===== config.mk =====
export PLATFORM = sky130hd
export DESIGN_NAME = gate_bist_ctrl
export DESIGN_NICKNAME = d
export VERILOG_FILES = /design/src/rtl/gate_bist_pkg.sv /design/src/rtl/gate_bist_timer.sv /design/src/rtl/gate_bist_ctrl.sv
export SDC_FILE = /design/constraint.sdc
export NUM_CORES = 1
export LEC_CHECK = 0
export ABC_CLOCK_PERIOD_IN_PS = 1500
export BUFFER_PORTS_ARGS = -buffer_cell sky130_fd_sc_hd__buf_4
export CORE_AREA = 4 4 51 53
export DETAILED_ROUTE_END_ITERATION = 8
export DIE_AREA = 0 0 55 57
export PLACE_DENSITY_LB_ADDON = 0.25
export SLEW_MARGIN = 5
export SYNTH_ARGS = -nofsm -noshare
export SYNTH_HDL_FRONTEND = slang
export SYNTH_SLANG_ARGS = --single-unit

===== constraint.sdc =====
create_clock -name clk -period 1.5 [get_ports clk]
set_input_delay 0.3 -clock clk [delete_from_list [all_inputs] [get_ports clk]]
set_output_delay 0.3 -clock clk [all_outputs]
set_load 0.05 [all_outputs]

===== src/rtl/gate_bist_pkg.sv =====
// Shared state encoding and truth-table constants for the 2-input gate self-test sequencer.
package gate_bist_pkg;

  typedef enum logic [1:0] {
    ST_IDLE  = 2'd0,
    ST_APPLY = 2'd1,
    ST_DONE  = 2'd2
  } state_e;

  // Bit i is the gate output for {A,B} == i.
  localparam logic [3:0] NAND_TT = 4'b0111;
  localparam logic [3:0] AND_TT  = 4'b1000;
  localparam logic [3:0] OR_TT   = 4'b1110;
  localparam logic [3:0] NOR_TT  = 4'b0001;
  localparam logic [3:0] XOR_TT  = 4'b0110;

endpackage


===== src/rtl/gate_bist_timer.sv =====
// Hold counter for one test vector: counts 0..HOLD_CYCLES-1 while enabled, wraps on terminal count.
// Single-cycle terminal count (tc_o) is combinational from the registered count; no backpressure.
module gate_bist_timer #(
  parameter int HOLD_CYCLES = 4
) (
  input  logic clk,
  input  logic rst_n,
  input  logic clr_i,
  input  logic en_i,
  output logic tc_o
);

  localparam int CNT_W = $clog2(HOLD_CYCLES) + 1;

  logic [CNT_W-1:0] cnt_q, cnt_d;

  assign tc_o = (cnt_q == CNT_W'(HOLD_CYCLES - 1));

  always_comb begin
    cnt_d = cnt_q;
    if (clr_i) begin
      cnt_d = '0;
    end else if (en_i) begin
      cnt_d = tc_o ? '0 : cnt_q + 1'b1;
    end
  end

  always_ff @(posedge clk or negedge rst_n) begin
    if (!rst_n) begin
      cnt_q <= '0;
    end else begin
      cnt_q <= cnt_d;
    end
  end

endmodule


===== src/rtl/gate_bist_ctrl.sv =====
// Self-test sequencer for a 2-input gate: walks {A,B} through 00..11, LOOPS times, HOLD_CYCLES each,
// and scores the sampled Y against EXPECT. busy lasts 4*LOOPS*HOLD_CYCLES cycles; start ignored while busy.
module gate_bist_ctrl
  import gate_bist_pkg::*;
#(
  parameter int         HOLD_CYCLES = 4,
  parameter int         LOOPS       = 1,
  parameter logic [3:0] EXPECT      = NAND_TT,
  parameter int         ERR_W       = 4
) (
  input  logic             clk,
  input  logic             rst_n,
  input  logic             start,
  input  logic             gate_y,
  output logic             gate_a,
  output logic             gate_b,
  output logic             busy,
  output logic             done,
  output logic             pass,
  output logic [ERR_W-1:0] err_cnt,
  output logic [3:0]       fail_vec
);

  if (HOLD_CYCLES < 1) begin : g_bad_hold
    $error("gate_bist_ctrl: HOLD_CYCLES must be >= 1");
  end
  if (LOOPS < 1) begin : g_bad_loops
    $error("gate_bist_ctrl: LOOPS must be >= 1");
  end

  localparam int               LOOP_W  = $clog2(LOOPS) + 1;
  localparam logic [ERR_W-1:0] ERR_MAX = {ERR_W{1'b1}};

  state_e            state_q, state_d;
  logic [1:0]        vec_q, vec_d;
  logic [LOOP_W-1:0] loop_q, loop_d;
  logic [ERR_W-1:0]  err_q, err_d;
  logic [3:0]        fail_q, fail_d;
  logic              busy_q, busy_d;
  logic              done_q, done_d;
  logic              pass_q, pass_d;

  logic timer_clr;
  logic timer_en;
  logic hold_tc;
  logic mismatch;
  logic last_vec;

  gate_bist_timer #(
    .HOLD_CYCLES (HOLD_CYCLES)
  ) u_timer (
    .clk   (clk),
    .rst_n (rst_n),
    .clr_i (timer_clr),
    .en_i  (timer_en),
    .tc_o  (hold_tc)
  );

  assign mismatch = (gate_y != EXPECT[vec_q]);
  assign last_vec = (vec_q == 2'd3) && (loop_q == LOOP_W'(LOOPS - 1));

  always_comb begin
    state_d   = state_q;
    vec_d     = vec_q;
    loop_d    = loop_q;
    err_d     = err_q;
    fail_d    = fail_q;
    busy_d    = busy_q;
    done_d    = done_q;
    pass_d    = pass_q;
    timer_clr = 1'b0;
    timer_en  = 1'b0;

    case (state_q)
      ST_IDLE, ST_DONE: begin
        if (start) begin
          state_d   = ST_APPLY;
          vec_d     = 2'd0;
          loop_d    = '0;
          err_d     = '0;
          fail_d    = 4'b0000;
          busy_d    = 1'b1;
          done_d    = 1'b0;
          pass_d    = 1'b0;
          timer_clr = 1'b1;
        end
      end

      ST_APPLY: begin
        timer_en = 1'b1;
        if (hold_tc) begin
          if (mismatch) begin
            if (err_q != ERR_MAX) begin
              err_d = err_q + 1'b1;
            end
            fail_d[vec_q] = 1'b1;
          end
          // The last compare lands on the same edge that reports the result.
          if (last_vec) begin
            state_d = ST_DONE;
            vec_d   = 2'd0;
            busy_d  = 1'b0;
            done_d  = 1'b1;
            pass_d  = (err_d == '0);
          end else begin
            vec_d = vec_q + 2'd1;
            if (vec_q == 2'd3) begin
              loop_d = loop_q + 1'b1;
            end
          end
        end
      end

      default: begin
        state_d = ST_IDLE;
      end
    endcase
  end

  always_ff @(posedge clk or negedge rst_n) begin
    if (!rst_n) begin
      state_q <= ST_IDLE;
      vec_q   <= 2'd0;
      loop_q  <= '0;
      err_q   <= '0;
      fail_q  <= 4'b0000;
      busy_q  <= 1'b0;
      done_q  <= 1'b0;
      pass_q  <= 1'b0;
    end else begin
      state_q <= state_d;
      vec_q   <= vec_d;
      loop_q  <= loop_d;
      err_q   <= err_d;
      fail_q  <= fail_d;
      busy_q  <= busy_d;
      done_q  <= done_d;
      pass_q  <= pass_d;
    end
  end

  assign gate_a   = vec_q[1];
  assign gate_b   = vec_q[0];
  assign busy     = busy_q;
  assign done     = done_q;
  assign pass     = pass_q;
  assign err_cnt  = err_q;
  assign fail_vec = fail_q;

endmodule


==> results.tsv <==
metric	value	unit
critPathMaxFanout	6	
nets	142	
antenna_cells	0	
fin_crit	1500	ps
p_switching	1.24	mW
fmax	667	MHz
fin_crit_sh	1.00	
h-tree-depth	1	
postRouteAntennaNets	0	
fill_cells	179	
ios	17	
antenna_found_initial	0	
gp_routability_congestion	0.730	
grt_pass1_wl	3690	um
postSynthAreaPerCell	10.4	um2
whs_path_depth	2	
drt-wirelength-per-cell	13.5	um
p_int	1.46	mW
finish.utilization	0.631	
worst_setup_path_end_kind	flop	
synth_top_area_frac	0.465	
slowest_delay	440	ps
via_count	837	
grt_overflow	0	
ys_seq_elements	19	
synthesis.area	0.00102	mm2
drive_above_1_share	0.420	
final-max-slew-violation-count	0	
grt_max_degree	20	
die_h	57	um
worstPathCellList	ha_4 -> xnor2_4 -> mux2i_1 -> a32o_1 -> a32o_1	
ys_seq_area_frac	0.465	
yosys.area.top_type	dfrtp_1	
wl	2150	um
firstDrtPassIters	4	
holdCritPathClass	in -> reg	
cts_root_buffer	clkbuf_4	
max-vdd-ir-drop	1090	uV
skew	9.79	ps
synth_cell_type_count	33	
vias_per_cell	5.26	
path_clk_slew	110	ps
syn_nets	108	
critical-path-slowest-cell	dfrtp_2	
grt_usage	0.160	
max_slew.worst_pin.slew	328	ps
combPwrFrac	0.603	
syn2layout_area_growth	32.7	%
sw_frac_of_total	0.458	
regArea	480	um2
core	0.00215	mm2
clkPwrFrac	0.098	
synthTopCellsByArea	dfrtp_1 47%, ha_1 7.3%, nand2_1 3.7%, nand2b_1 3.7%, mux2i_1 2.9%	
drc	0	
final_cell_mix	30 x buf_4, 15 x dfrtp_1, 9 x nand2_1	
clock_path_buffers	2	
crit_arrival	1710	ps
die-area	0.00314	mm2
p_leak	0.661	nW
cts_buffers	3	
insertion_delay	310	ps
cts_tree	built	
powerDensity	1990	mW/mm2
cts.sinks	19	
cap_viol_max_count	0	
cp_data_required_time	1710	ps
pwr-share-seq	0.299	
dp_hpwl	1650	um
ys_warn_count	0	
crit_path_frequent_cell	a32o_1	
rows	17	
grt_pass1_vias	832	
start_util	0.476	
reg2reg_depth	5	
timing.final.hold_violations	0	
mostFrequentLayoutCell	buf_4	
rsz0062_at_grt	true	
maxSlewHeadroom	0.781	
setup_tns	0	ps
dieWidth	55	um
first_iter_violations	16	
outcome	finished, final reports clean	
port_buffers	16	
syn_inst	98	
multi_input_area	553	um2
cp-start-kind	flop	
crit_type	reg -> reg	
setup_viol_count_final	0	
[power groups by stage]
stage	logic [mW]	clock network (mW)	registers [mW]
finish	1.63	0.264	0.806
global placement	1.55	0	0.808
global route	1.78	0.281	0.828
CTS	1.62	0.270	0.807
floorplan	0.638	0	1.24
detailed placement	1.59	0	0.818
[through the flow]
step                      hold WS, ps  cells  setup slack [ps]  total power [mW]  cell area (um2)
after floorplan                  4.41     98              -133              1.88             1050
after global placement            188    153              33.9              2.36             1280
after detailed placement          189    153             0.873              2.40             1280
after CTS                         210    159             -3.11              2.70             1340
after global routing              224    159             -59.0              2.89             1360
final                             206    159             0.432              2.70             1360
[kinds of logic (layout without fill, tap and decap cells)]
logic type,Yosys count,after routing,synth area share
compound gates,24,24,0.165
xor+xnor,1,1,0.0269
fa+ha+maj,6,6,0.0734
buf+inv,7,40,0.0367
flops,19,19,0.465
mux,4,4,0.0404
simple gates,37,37,0.192
[routing by layer]
metal	track usage	up-vias	share of wire
met5	0	-	0
met4	0.0660	0	0.020
met3	0.0235	5	0.042
met1	0.216	397	0.44
li1	-	414	-
met2	0.252	21	0.49
[registers in the layout, summed over array words and instances, names as in the netlist]
signal and cells:
vec_q 2, done 1, u_timer.cnt_q 3, state_q 2
pass 1, err_cnt 4, busy 1, loop_q 1
fail_vec 4
[final cells by class]
type / instances / share of cell area
well taps: 28 / 0.0258
inverters: 4 / 0.0111
multi-input cells: 72 / 0.408
clock buffers: 4 / 0.0194
flip-flops and latches: 19 / 0.354
repair buffers: 32 / 0.182
[path summary, 6_finish.rpt]
check                          from          to  slack, ps
hold reg to reg                done        done        490
setup / recovery           vec_q[0]        pass        0.4
max in group asynchronous     rst_n    vec_q[1]        880
setup reg to reg           vec_q[0]        pass        0.4
min in group asynchronous     rst_n        pass        390
hold / removal                start  state_q[1]        210
[what timing repair did]
item | 4_1_cts | 5_1_grt
gates resized for setup | 3 | 7
pin swaps | 1 | 3
setup buffers | 1 | 0
endpoints found under the hold margin | 19 | 0
hold buffers | 1 | 0
setup endpoints to repair | 4 | 9
[cells in the mapped netlist (all sizes together)]
cell,number
a21boi,2
and2b,2
xnor2,1
inv,4
and4bb,1
and4b,1
a21o,2
mux2i,3
nand2,10
a211oi,1
nor2,8
dfrtp,19
mux2,1
buf,2
a311oi,1
o22ai,1
nor3,1
nand2b,6
nand3,3
and2,1
clkbuf,1
nor4,1
ha,6
o21ai,5
a32o,2
nand4,1
nor2b,2
o21a,1
a31oi,2
a22o,2
a21oi,5
[worst max-delay path: cells and delay by family, from the launching register on]
family,cells,cell delay [ps]
AOI/OAI and AO/OA,2,460
DFF,1,440
xor gates and xnor gates,1,210
adders and majority gates,1,190
muxes,1,110
(Power assumes the default switching activity.)
